### config.mk
export PLATFORM = sky130hd
export DESIGN_NAME = uart_tx_sched
export DESIGN_NICKNAME = d
export VERILOG_FILES = /design/src/rtl/uart_tx_sched.sv
export SDC_FILE = /design/constraint.sdc
export NUM_CORES = 1
export LEC_CHECK = 0
export BUFFER_PORTS_ARGS = -buffer_cell sky130_fd_sc_hd__buf_4
export CELL_PAD_IN_SITES_DETAIL_PLACEMENT = 0
export CELL_PAD_IN_SITES_GLOBAL_PLACEMENT = 2
export CORE_MARGIN = 5
export CORE_UTILIZATION = 42
export CTS_BUF_LIST = sky130_fd_sc_hd__clkbuf_8
export DETAILED_ROUTE_END_ITERATION = 8
export GPL_ROUTABILITY_DRIVEN = 0
export PLACE_DENSITY = 0.87
export SLEW_MARGIN = 40
export SYNTH_ARGS = -nofsm -noshare
export SYNTH_HDL_FRONTEND = slang
export SYNTH_SLANG_ARGS = --single-unit
### constraint.sdc
create_clock -name i_clk -period 2.4 [get_ports i_clk]
set_clock_uncertainty 0.15 [all_clocks]
set_input_delay 0.12 -clock i_clk [delete_from_list [all_inputs] [get_ports i_clk]]
set_output_delay 0.12 -clock i_clk [all_outputs]
set_load 0.03 [all_outputs]
### src/rtl/uart_tx_sched.sv
// uart_tx_sched: byte FIFO feeding an 8N1 serial transmitter at a fixed
// clock divider. Reports occupancy, busy, sticky overflow and a drained
// level interrupt.
// Optional build macro UART_TX_PARITY_EN inserts an even-parity bit
// between the last data bit and the stop bit.
//
// state   | meaning
// S_IDLE  | line high, waiting for a byte in the FIFO
// S_START | start bit (low) for CLK_DIV cycles
// S_DATA  | data bits, LSB first, CLK_DIV cycles each
// S_PARITY| even parity bit (only with UART_TX_PARITY_EN)
// S_STOP  | stop bit (high); chains straight into the next frame if queued
module uart_tx_sched #(
    parameter int CLK_DIV    = 16,
    parameter int FIFO_DEPTH = 8,
    parameter int DATA_WIDTH = 8
) (
    input  logic                          i_clk,
    input  logic                          i_rst_n,
    input  logic                          i_tx_valid,
    input  logic [DATA_WIDTH-1:0]         i_tx_data,
    input  logic                          i_clr_ovf,
    output logic                          o_tx_ready,
    output logic                          o_tx,
    output logic                          o_busy,
    output logic [$clog2(FIFO_DEPTH):0]   o_count,
    output logic                          o_ovf,
    output logic                          o_txe_irq
);

    localparam int AW = $clog2(FIFO_DEPTH);
    localparam int CW = $clog2(CLK_DIV);
    localparam int IW = (DATA_WIDTH > 1) ? $clog2(DATA_WIDTH) : 1;

    localparam logic [CW-1:0] BAUD_RELOAD = CW'(CLK_DIV - 1);
    localparam logic [IW-1:0] LAST_BIT    = IW'(DATA_WIDTH - 1);
    localparam logic [AW:0]   FULL_CNT    = (AW + 1)'(FIFO_DEPTH);

    typedef enum logic [2:0] {
        S_IDLE,
        S_START,
        S_DATA,
`ifdef UART_TX_PARITY_EN
        S_PARITY,
`endif
        S_STOP
    } state_t;

    state_t                state_q, state_d;
    logic [CW-1:0]         baud_q, baud_d;
    logic [IW-1:0]         bit_idx_q, bit_idx_d;
    logic [DATA_WIDTH-1:0] shift_q, shift_d;
    logic                  tx_q, tx_d;
`ifdef UART_TX_PARITY_EN
    logic                  parity_q, parity_d;
`endif

    logic [DATA_WIDTH-1:0] mem_q [FIFO_DEPTH];
    logic [AW-1:0]         wr_ptr_q, rd_ptr_q;
    logic [AW:0]           count_q, count_d;
    logic                  ovf_q, ovf_d;

    logic                  full;
    logic                  push_ok;
    logic                  pop;
    logic [DATA_WIDTH-1:0] head;

    // Full is taken from the registered count, so a same-edge pop never
    // makes room for a push.
    assign full    = (count_q == FULL_CNT);
    assign push_ok = i_tx_valid && !full;
    assign head    = mem_q[rd_ptr_q];

    // FIFO storage; contents need no reset because the pointers define validity.
    always_ff @(posedge i_clk) begin
        if (push_ok) begin
            mem_q[wr_ptr_q] <= i_tx_data;
        end
    end

    // Occupancy update from accepted push and FSM pop.
    always_comb begin
        count_d = count_q;
        case ({push_ok, pop})
            2'b10:   count_d = count_q + 1'b1;
            2'b01:   count_d = count_q - 1'b1;
            default: count_d = count_q;
        endcase
    end

    // Sticky overflow; a new drop on the same edge as a clear wins.
    always_comb begin
        ovf_d = ovf_q;
        if (i_clr_ovf) begin
            ovf_d = 1'b0;
        end
        if (i_tx_valid && full) begin
            ovf_d = 1'b1;
        end
    end

    // FIFO pointers, occupancy and overflow registers.
    always_ff @(posedge i_clk or negedge i_rst_n) begin
        if (!i_rst_n) begin
            wr_ptr_q <= '0;
            rd_ptr_q <= '0;
            count_q  <= '0;
            ovf_q    <= 1'b0;
        end else begin
            if (push_ok) begin
                wr_ptr_q <= wr_ptr_q + 1'b1;
            end
            if (pop) begin
                rd_ptr_q <= rd_ptr_q + 1'b1;
            end
            count_q <= count_d;
            ovf_q   <= ovf_d;
        end
    end

    // Next-state logic; tx_d is the line level for the state being entered,
    // so the registered line changes on the same edge as the state.
    always_comb begin
        state_d   = state_q;
        baud_d    = baud_q;
        bit_idx_d = bit_idx_q;
        shift_d   = shift_q;
        tx_d      = tx_q;
        pop       = 1'b0;
`ifdef UART_TX_PARITY_EN
        parity_d  = parity_q;
`endif
        case (state_q)
            S_IDLE: begin
                tx_d = 1'b1;
                if (count_q != '0) begin
                    pop     = 1'b1;
                    shift_d = head;
                    baud_d  = BAUD_RELOAD;
                    tx_d    = 1'b0;
                    state_d = S_START;
`ifdef UART_TX_PARITY_EN
                    parity_d = ^head;
`endif
                end
            end
            S_START: begin
                if (baud_q == '0) begin
                    baud_d    = BAUD_RELOAD;
                    bit_idx_d = '0;
                    tx_d      = shift_q[0];
                    state_d   = S_DATA;
                end else begin
                    baud_d = baud_q - 1'b1;
                end
            end
            S_DATA: begin
                if (baud_q == '0) begin
                    baud_d    = BAUD_RELOAD;
                    shift_d   = shift_q >> 1;
                    bit_idx_d = bit_idx_q + 1'b1;
                    if (bit_idx_q == LAST_BIT) begin
`ifdef UART_TX_PARITY_EN
                        tx_d    = parity_q;
                        state_d = S_PARITY;
`else
                        tx_d    = 1'b1;
                        state_d = S_STOP;
`endif
                    end else begin
                        tx_d = shift_q[1];
                    end
                end else begin
                    baud_d = baud_q - 1'b1;
                end
            end
`ifdef UART_TX_PARITY_EN
            S_PARITY: begin
                if (baud_q == '0) begin
                    baud_d  = BAUD_RELOAD;
                    tx_d    = 1'b1;
                    state_d = S_STOP;
                end else begin
                    baud_d = baud_q - 1'b1;
                end
            end
`endif
            S_STOP: begin
                if (baud_q == '0) begin
                    if (count_q != '0) begin
                        pop     = 1'b1;
                        shift_d = head;
                        baud_d  = BAUD_RELOAD;
                        tx_d    = 1'b0;
                        state_d = S_START;
`ifdef UART_TX_PARITY_EN
                        parity_d = ^head;
`endif
                    end else begin
                        tx_d    = 1'b1;
                        state_d = S_IDLE;
                    end
                end else begin
                    baud_d = baud_q - 1'b1;
                end
            end
            default: begin
                tx_d    = 1'b1;
                state_d = S_IDLE;
            end
        endcase
    end

    // Transmitter state register; reset forces the line high at once.
    always_ff @(posedge i_clk or negedge i_rst_n) begin
        if (!i_rst_n) begin
            state_q   <= S_IDLE;
            baud_q    <= '0;
            bit_idx_q <= '0;
            shift_q   <= '0;
            tx_q      <= 1'b1;
`ifdef UART_TX_PARITY_EN
            parity_q  <= 1'b0;
`endif
        end else begin
            state_q   <= state_d;
            baud_q    <= baud_d;
            bit_idx_q <= bit_idx_d;
            shift_q   <= shift_d;
            tx_q      <= tx_d;
`ifdef UART_TX_PARITY_EN
            parity_q  <= parity_d;
`endif
        end
    end

    assign o_tx       = tx_q;
    assign o_count    = count_q;
    assign o_ovf      = ovf_q;
    assign o_tx_ready = !full;
    assign o_busy     = (state_q != S_IDLE) || (count_q != '0);
    assign o_txe_irq  = (state_q == S_IDLE) && (count_q == '0);

endmodule

==> flow_metrics.env, run 1 <==
export IMPL_violations="setup timing"
export IMPL_syn_inst=260
export IMPL_clk_pin_slew_ps=100
export IMPL_final_period_utilization=1.00
export IMPL_clk_latency_ps=360
export IMPL_path_max_fanout=5
export IMPL_ioPinCount=21
export IMPL_netlist_top_cell_by_area="edfxtp_1"
export IMPL_avgViaCountPerCell=5.16
export IMPL_fin_setup_tns_ps=-11.6
export IMPL_core_mm2=0.00964
export IMPL_cp_required_ps=2540
export IMPL_yosysUniqueCellTypes=52
export IMPL_final_hold_violation_count=0
export IMPL_drv_slew=0
export IMPL_synthToLayoutAreaGrowth_pct=21.7
export IMPL_start_kind="flip-flop"
export IMPL_tritoncts="done"
export IMPL_numPortBuffers=20
export IMPL_synth_area_top_cells="edfxtp_1 (47%), dfrtp_1 (17%), mux4_2 (8.8%)"
export IMPL_drive_gt1_frac=0.334
export IMPL_grt_pass1_wl_mm=12.6
export IMPL_die_area_mm2=0.0118
export IMPL_hold_class="in2async"
export IMPL_clkSinkCount=93
export IMPL_ant_nets=0
export IMPL_num_vias=2369
export IMPL_cts_buffers=9
export IMPL_cts_htree_levels=3
export IMPL_slew_headroom=0.608
export IMPL_synth_mux_area_frac=0.119
export IMPL_dp_cells=424
export IMPL_ys_ff_latch=93
export IMPL_cts_buffer_depth=2
export IMPL_final_cell_mix="edfxtp_1 (64), buf_4 (48), dfrtp_1 (25)"
export IMPL_crit_path_end_kind="flip-flop"
export IMPL_synth_xor_area_frac=0.0172
export IMPL_status="complete, but fails checks"
export IMPL_drtPass1Iterations=4
export IMPL_die_h_um=109
export IMPL_drv_cap=0
export IMPL_antenna_found_initial=0
export IMPL_syn_cell_area_mm2=0.00408
export IMPL_nets=348
export IMPL_setup_ws_ps=-11.6
export IMPL_synth_compound_area_share=0.0856
export IMPL_grt_usage=0.142
export IMPL_wl_per_cell_um=16.6
export IMPL_avgSynthCellArea_um2=15.7
export IMPL_finalCriticalPeriod_ps=2410
export IMPL_dp_final_hpwl_mm=4.99
export IMPL_ys_seq_area_frac=0.649
export IMPL_rows=36
export IMPL_crit_arrival_ps=2550
export IMPL_clock_root_buffer="clkbuf_8"
export IMPL_gr_total_overflow=0
export IMPL_worst_slew_pin_slew_ps=587
export IMPL_peakVddDrop_uv=549
export IMPL_pwr_density_cell_mw_per_mm2=1260
export IMPL_initial_core_util=0.423
export IMPL_total_leakage_power_nw=1.85
export IMPL_n_antenna_cell=0
export IMPL_synth_fa_ha_area_frac=0.0460
export IMPL_setup_viol=1
export IMPL_syn_nets=287
export IMPL_yosys_most_used_dff="edfxtp_1"
export IMPL_synth_top_family_by_area="multiplexers"
export IMPL_worstSetupPathType="reg2reg"
export IMPL_mostFrequentLayoutCell="edfxtp_1"
export IMPL_die_w_um=109
export IMPL_max_freq_mhz=415
export IMPL_drcViolationCount=0
export IMPL_grt_max_degree=30
export IMPL_yosys_area_share_simple=0.0629
export IMPL_final_cells=459
export IMPL_drtIter0Drc=90
export IMPL_grt_pass1_vias=2439
export IMPL_async_reset_ff_frac=0.312
export IMPL_rsz0062_at_grt="yes"
export IMPL_synthDominantCellAreaShare=0.471
export IMPL_wirelength_mm=7.61
export IMPL_synth_edff_count=64
export IMPL_ys_warn_count=0
-- area by class of cell --
type	count	area, um^2
timing repair buffer	60	480
multi-input combinational	146	1420
fill	809	4670
sequential	93	2650
clock buffer	9	124
tap	133	166
clock inverter	7	73.8
inverter	11	43.8
-- synthesized netlist by cell type (all sizes together) (2+ instances only) --
cell type	number
a32o	2
nand2	14
buf	5
nor3	5
o31ai	2
o32a	3
xor2	4
edfxtp	64
a22oi	8
o21ai	12
mux4	16
a21oi	6
inv	11
o21bai	3
nor2	11
clkbuf	5
a211oi	2
mux2	3
mux2i	9
dfrtp	28
nor4	2
ha	15
xnor2	4
nand2b	4
-- flip-flops by register name, summed over array words and instances (netlist names) --
| name | cells |
|---|---|
| o_tx | 1 |
| mem_q | 64 |
| o_count | 4 |
| rd_ptr_q | 3 |
| baud_q | 4 |
| wr_ptr_q | 3 |
| state_q | 2 |
| bit_idx_q | 3 |
| o_ovf | 1 |
| shift_q | 8 |
-- metrics by stage --
| step | worst slack [ps] | cell area [um^2] | hold WS, ps | power (mW) | utilization |
|---|---|---|---|---|---|
| after floorplan | -166 | 4140 | -326 | 4.34 | - |
| after global placement | 55.5 | 4560 | -76.3 | 5.07 | 0.473 |
| after detailed placement | 5.81 | 4570 | -72.7 | 5.14 | 0.474 |
| after CTS | -7.11 | 4910 | 68.6 | 6.24 | 0.510 |
| after global routing | -166 | 4960 | 86.2 | 6.69 | 0.515 |
| final | -11.6 | 4960 | 61.7 | 6.25 | 0.515 |
-- per-layer routing --
layer  vias up  global-route usage  wire, um  part of all wire
met3        11              0.0328       225             0.030
li1       1136                   -         -                 -
met4         0              0.0460        90             0.012
met5         -                   0         0                 0
met2        31               0.242      3860              0.51
met1      1191               0.180      3430              0.45
-- kinds of logic after synthesis --
family	count (synthesis)
and+or+nand+nor	47
DFF	93
AOI/OAI and AO/OA	48
buffers and inverters	21
adders and majority gates	15
xor gates and xnor gates	8
muxes	28
-- path summary, 6_finish.rpt --
path / startpoint / to / slack [ps] / cells after the start
max: o_count[2] / o_count[2] / -10 / 10
max reg2reg: o_count[2] / o_count[2] / -10 / 10
min in group i_clk: bit_idx_q[0] / bit_idx_q[0] / 350 / 1
min reg2reg: bit_idx_q[0] / bit_idx_q[0] / 350 / 1
min: i_rst_n / baud_q[0] / 60 / 2
max in group asynchronous: i_rst_n / o_tx / 1710 / 2
-- critical path, cell delays in order, from the launching register on --
cell	delay, ps
dfrtp_2	410
or4b_4	550
and2_4	180
inv_4	90
ha_4	170
xor2_2	160
ha_2	190
a21oi_2	30
xor2_1	130
nor2_1	120
xor2_1	140
-- where the power goes --
group / internal [mW] / total [mW] / switching, mW
registers: 2.15 / 2.39 / 0.243
logic: 1.38 / 2.83 / 1.45
clock network: 0.411 / 1.03 / 0.618
-- timing repair --
| item | CTS | global route |
|---|---|---|
| hold buffers | 12 | 0 |
| pin swaps | 2 | 6 |
| endpoints found under the setup margin | 1 | 3 |
| endpoints found under the hold margin | 95 | 0 |
| gates resized for setup | 0 | 4 |
| buffers inserted | 4 | 3 |
(Power assumes the default switching activity.)
==> run 2, diff against run 1 <==
ABC_AREA = 1   (was not set)
CORE_UTILIZATION = 38   (was 42)
PLACE_DENSITY = 0.88   (was 0.87)
SETUP_SLACK_MARGIN = 0.2   (was not set)
==> run 2 against run 1 <==
The flow now finishes without violations. Sequential power is essentially flat. Design area is 5.5% higher. Setup slack gained 240 ps. Global-route usage is 0.082 points lower. Die area grew 17%. Non-clock buffer count decreased by 1. Critical path depth up 4. Clock power about the same. Hold slack better by 9.7 ps. Core utilization down 5.4 points. Routed wire length increased by 19%. Register-to-register slack improved by 240 ps. Largest cell class unchanged. Largest power group unchanged.
==> flow_metrics.env, run 2 <==
export IMPL_status="finished, final reports clean"
export IMPL_grt_pass1_wl_mm=15.5
export IMPL_core_mm2=0.0114
export IMPL_nets=511
export IMPL_wirelength_mm=9.08
export IMPL_final_cell_mix="nand2_1 (124), edfxtp_1 (64), nand3_1 (61)"
export IMPL_timing_hold_ws_ps=71.5
export IMPL_yosys_cell_count_top_type="nand2_1"
export IMPL_total_leakage_power_nw=2.22
export IMPL_switching_share=0.427
export IMPL_ant_nets=0
export IMPL_combPwrFrac=0.492
export IMPL_antenna_found_initial=0
export IMPL_grt_usage=0.141
export IMPL_grt_pass1_vias=2958
export IMPL_cts_buffers=9
export IMPL_total_power_mw=6.76
export IMPL_syn_inst=427
export IMPL_final_hold_violation_count=0
export IMPL_r2r_setup_slack_ps=230
export IMPL_drtPass1Iterations=6
export IMPL_numPortBuffers=20
export IMPL_syn_nets=454
export IMPL_mostFrequentLayoutCell="nand2_1"
export IMPL_tritoncts="done"
export IMPL_rows=39
export IMPL_worst_slew_pin_slew_ps=560
export IMPL_crit_arrival_ps=2270
export IMPL_final_cells=632
export IMPL_ioPinCount=21
export IMPL_ys_seq_area_frac=0.605
export IMPL_die_h_um=117
export IMPL_largest_register_ffs=64
export IMPL_initial_core_util=0.385
export IMPL_fin_setup_tns_ps=0
export IMPL_dp_final_hpwl_mm=5.85
export IMPL_grt_max_degree=34
export IMPL_ys_ff_latch=93
export IMPL_multi_input_comb_area_mm2=0.00159
export IMPL_max_freq_mhz=461
export IMPL_sequentialPowerShare=0.352
export IMPL_p_sw_mw=2.89
export IMPL_setup_viol=0
export IMPL_final_period_utilization=0.904
export IMPL_finalCriticalPeriod_ps=2170
export IMPL_cts_buffer_depth=2
export IMPL_die_w_um=117
export IMPL_synthDominantCellAreaShare=0.439
export IMPL_async_reset_ff_frac=0.312
export IMPL_intPower_mw=3.87
export IMPL_clkSinkCount=93
export IMPL_rsz0062_at_grt="yes"
export IMPL_wl_per_cell_um=14.4
export IMPL_yosys_most_used_dff="edfxtp_1"
export IMPL_num_fill_cells=1071
export IMPL_clock_root_buffer="clkbuf_8"
export IMPL_avgSynthCellArea_um2=10.2
export IMPL_avgViaCountPerCell=4.81
export IMPL_drtIter0Drc=208
export IMPL_worstSetupPathType="reg2reg"
export IMPL_drv_cap=0
export IMPL_clk_latency_ps=360
export IMPL_pwr_density_cell_mw_per_mm2=1290
export IMPL_regArea_mm2=0.00265
export IMPL_synth_edff_count=64
export IMPL_cp_required_ps=2500
export IMPL_regMostFlops="mem_q"
export IMPL_p_clk_frac=0.156
export IMPL_synth_common_cells="nand2_1 (125), edfxtp_1 (64), nand3_1 (61)"
export IMPL_yosysUniqueCellTypes=35
export IMPL_clk_pin_slew_ps=90
export IMPL_dp_cells=591
export IMPL_cts_htree_levels=3
export IMPL_drcViolationCount=0
export IMPL_syn_cell_area_mm2=0.00438
export IMPL_hold_class="in2async"
export IMPL_synthToLayoutAreaGrowth_pct=19.8
export IMPL_peakVddDrop_uv=505
export IMPL_synth_area_top_cells="edfxtp_1 (44%), dfrtp_1 (16%), nand2_1 (11%)"
export IMPL_netlist_top_cell_by_area="edfxtp_1"
export IMPL_drv_slew=0
export IMPL_die_area_mm2=0.0138
export IMPL_start_kind="flip-flop"
export IMPL_crit_path_end_kind="flip-flop"
export IMPL_num_vias=3041
export IMPL_gr_total_overflow=0
export IMPL_slew_headroom=0.626
export IMPL_ys_warn_count=0
export IMPL_path_max_fanout=4
export IMPL_n_antenna_cell=0
export IMPL_drive_gt1_frac=0.219
export IMPL_top_regs="mem_q x64, shift_q x8"
-- run 2: final timing paths --
| check | from | endpoint | cells after the start |
|---|---|---|---|
| worst min register to register | shift_q[7] | shift_q[7] | 2 |
| worst max-delay path | baud_q[0] | o_count[2] | 14 |
| worst min-delay path | i_rst_n | bit_idx_q[1] | 2 |
| worst max register to register | baud_q[0] | o_count[2] | 14 |
| min in group i_clk | shift_q[7] | shift_q[7] | 2 |
| max in group asynchronous | i_rst_n | o_tx | 2 |
-- run 2: per-layer routing --
metal  share of wire  track usage  vias to the layer above  routed length, um
met5               0            0                        -                  0
met4           0.017       0.0580                        0                155
met3           0.030       0.0313                        9                275
met2            0.50        0.230                       39               4590
met1            0.45        0.182                     1434               4070
li1                -            -                     1559                  -
-- run 2: critical path, cell delays in order, from the launching register on --
cell	delay (ps)
dfrtp_1	410
inv_2	110
ha_4	160
nand3_4	80
o21ai_4	160
nand3_4	110
clkinv_4	70
ha_4	160
nand2_4	60
inv_4	60
nor2_4	40
ha_4	150
a21oi_2	110
xor2_1	150
o21ai_1	90
-- run 2: area by class of cell --
cell class / instances / area share
tap: 143 / 0.0341
multi-input combinational: 285 / 0.304
sequential: 93 / 0.506
clock buffer: 9 / 0.0236
inverter: 36 / 0.0277
timing repair buffer: 59 / 0.0903
clock inverter: 7 / 0.0143
-- run 2: power groups by stage --
| stage | Combinational, mW | Clock, mW | Sequential (mW) |
|---|---|---|---|
| final | 3.33 | 1.06 | 2.38 |
| after CTS | 3.19 | 1.10 | 2.37 |
| after global routing | 3.82 | 1.18 | 2.42 |
| after detailed placement | 3.03 | 0 | 2.41 |
| after floorplan | 2.23 | 0 | 2.45 |
| after global placement | 3.00 | 0 | 2.39 |
-- run 2: repair_timing --
item | CTS | global route
pin swaps | 2 | 8
endpoints found under the setup margin | 3 | 3
resized for setup | 4 | 13
hold buffers | 12 | 0
hold endpoints to repair | 96 | 0
buffers inserted | 7 | 6
gates cloned | 0 | 0
-- run 2: metrics by stage --
| step | area, um^2 | utilization | worst slack, ps |
|---|---|---|---|
| CTS | 5150 | 0.453 | 203 |
| global placement | 4760 | 0.419 | 129 |
| detailed placement | 4760 | 0.419 | 44.5 |
| global route | 5240 | 0.461 | 135 |
| floorplan | 4420 | - | 216 |
| finish | 5240 | 0.461 | 230 |
-- run 2: cell families after synthesis --
logic type,Yosys count,synth area share
adder cells (fa/ha/maj),15,0.0429
flip-flops,93,0.605
AO/OA/AOI/OAI,31,0.0420
AND/OR/NAND/NOR,234,0.247
XOR/XNOR,5,0.0100
buffers and inverters,49,0.0526
==> run 3, diff against run 2 <==
CORE_UTILIZATION = 45   (was 38)
PLACE_DENSITY = 0.95   (was 0.88)
clock period = 2.7 ns   (was 2.4 ns; I/O delays follow)
==> run 3 against run 2 <==
Hold slack better by 13 ps. Core utilization is 6.8 points higher. Register-to-register slack better by 160 ps. Clock power is 13% lower. Cell count is 2.8% lower. First-iteration DRC count is 37% lower. Sequential power is 12% lower. Setup slack better by 160 ps. Critical path depth is 1 lower. Power is 15% lower. Count of clock-buffer cells in the layout stayed put.
==> flow_metrics.env, run 3 (synthesis gave the netlist of run 2 again) <==
export IMPL_regMostFlops="mem_q"
export IMPL_num_fill_cells=876
export IMPL_rsz0062_at_grt="no"
export IMPL_final_hold_violation_count=0
export IMPL_max_freq_mhz=432
export IMPL_tritoncts="done"
export IMPL_crit_family="adder cells"
export IMPL_largest_register_ffs=64
export IMPL_clkSinkCount=93
export IMPL_num_vias=3024
export IMPL_numPortBuffers=20
export IMPL_path_buf_inv=4
export IMPL_cts_buffers=9
export IMPL_reg2reg_from="state_q[1]"
export IMPL_dp_cells=581
export IMPL_start_kind="flip-flop"
export IMPL_slew_headroom=0.596
export IMPL_nets=503
export IMPL_r2r_setup_slack_ps=390
export IMPL_cts_htree_levels=3
export IMPL_crit_path_top_delay_cell="dfrtp_1"
export IMPL_clock_root_buffer="clkbuf_8"
export IMPL_crit_path_end_kind="flip-flop"
export IMPL_die_h_um=109
export IMPL_grt_max_degree=34
export IMPL_gr_total_overflow=0
export IMPL_rows=36
export IMPL_crit_arrival_ps=2410
export IMPL_peakVddDrop_uv=488
export IMPL_ioPinCount=21
export IMPL_clk_pin_slew_ps=110
export IMPL_grt_usage=0.160
export IMPL_die_area_mm2=0.0118
export IMPL_worst_slew_pin_slew_ps=606
export IMPL_setup_viol=0
export IMPL_wirelength_mm=8.70
export IMPL_final_cells=614
export IMPL_mostFrequentLayoutCell="nand2_1"
export IMPL_slowest_delay_ps=420
export IMPL_core_mm2=0.00964
export IMPL_top_regs="mem_q x64, shift_q x8"
export IMPL_drcViolationCount=0
export IMPL_finalCriticalPeriod_ps=2310
export IMPL_grt_pass1_vias=2890
export IMPL_final_cell_mix="nand2_1 (125), edfxtp_1 (64), nand3_1 (61)"
export IMPL_fin_setup_tns_ps=0
export IMPL_r2r_end="o_count[2]"
export IMPL_drtIter0Drc=132
export IMPL_synthToLayoutAreaGrowth_pct=16.5
export IMPL_pwr_density_cell_mw_per_mm2=1130
export IMPL_total_leakage_power_nw=2.16
export IMPL_antenna_found_initial=0
export IMPL_worstPathCellList="inv_2 -> ha_1 -> inv_2 -> nand3_4 -> clkinv_2 -> ha_2 -> nand2_1 -> inv_1 -> nor2_2 -> ha_1 -> a21oi_2 -> xor2_1 -> o21ai_0"
export IMPL_path_max_fanout=5
export IMPL_wl_per_cell_um=14.2
export IMPL_ant_nets=0
export IMPL_timing_hold_ws_ps=84.6
export IMPL_final_period_utilization=0.857
export IMPL_grt_pass1_wl_mm=14.4
export IMPL_worstSetupPathType="reg2reg"
export IMPL_fin_util=0.529
export IMPL_drv_slew=0
export IMPL_cts_buffer_depth=2
export IMPL_die_w_um=109
export IMPL_avgViaCountPerCell=4.93
export IMPL_drive_gt1_frac=0.195
export IMPL_initial_core_util=0.454
export IMPL_n_antenna_cell=0
export IMPL_reg2reg_depth=13
export IMPL_clk_latency_ps=350
export IMPL_drv_cap=0
export IMPL_hold_class="in2async"
export IMPL_cp_required_ps=2800
export IMPL_status="finished, final reports clean"
export IMPL_dp_final_hpwl_mm=5.76
export IMPL_drtPass1Iterations=4
[run 3: per-stage QoR]
stage	setup WS (ps)	area [um^2]	power (mW)
after floorplan	340	4380	4.10
after global placement	284	4710	4.70
after CTS	227	5040	5.68
final	387	5100	5.75
after detailed placement	186	4710	4.73
after global routing	197	5100	6.25
[run 3: per-layer routing]
layer  vias to the layer above  track usage  share of wire
li1                       1539            -              -
met1                      1443        0.202           0.44
met2                        34        0.280           0.52
met3                         8       0.0275          0.025
met4                         0       0.0487          0.010
met5                         -            0              0
[run 3: timing repair]
| action | 4_1_cts | 5_1_grt |
|---|---|---|
| hold buffers | 12 | 0 |
| endpoints found under the setup margin | 1 | 1 |
| gates resized for setup | 0 | 10 |
| hold endpoints to repair | 96 | 0 |
| pin swaps | 0 | 3 |
| setup buffers | 1 | 4 |
[run 3: how the worst max path moves through the flow]
stage | from | endpoint | slack (ps) | cells past startpoint
floorplan | baud_q[0] | o_count[2] | 340 | 15
global placement | state_q[0] | o_count[2] | 280 | 13
detailed placement | state_q[0] | o_count[2] | 190 | 13
CTS | state_q[1] | o_count[2] | 230 | 13
global route | baud_q[1] | o_count[2] | 200 | 14
finish | state_q[1] | o_count[2] | 390 | 13
[run 3: layout make-up]
type | count | area [um^2] | area share
Sequential cell | 93 | 2650 | 0.520
Multi-Input combinational cell | 285 | 1530 | 0.299
Timing Repair Buffer | 51 | 413 | 0.0810
Tap cell | 133 | 166 | 0.0326
Inverter | 36 | 139 | 0.0272
Clock buffer | 9 | 124 | 0.0243
Clock inverter | 7 | 81.3 | 0.0160
[run 3: report_power, final]
group	internal [mW]	switching, mW	leakage, nW	total [mW]
registers	1.90	0.199	0.937	2.10
clock network	0.368	0.555	0.103	0.923
logic	0.970	1.75	1.12	2.72
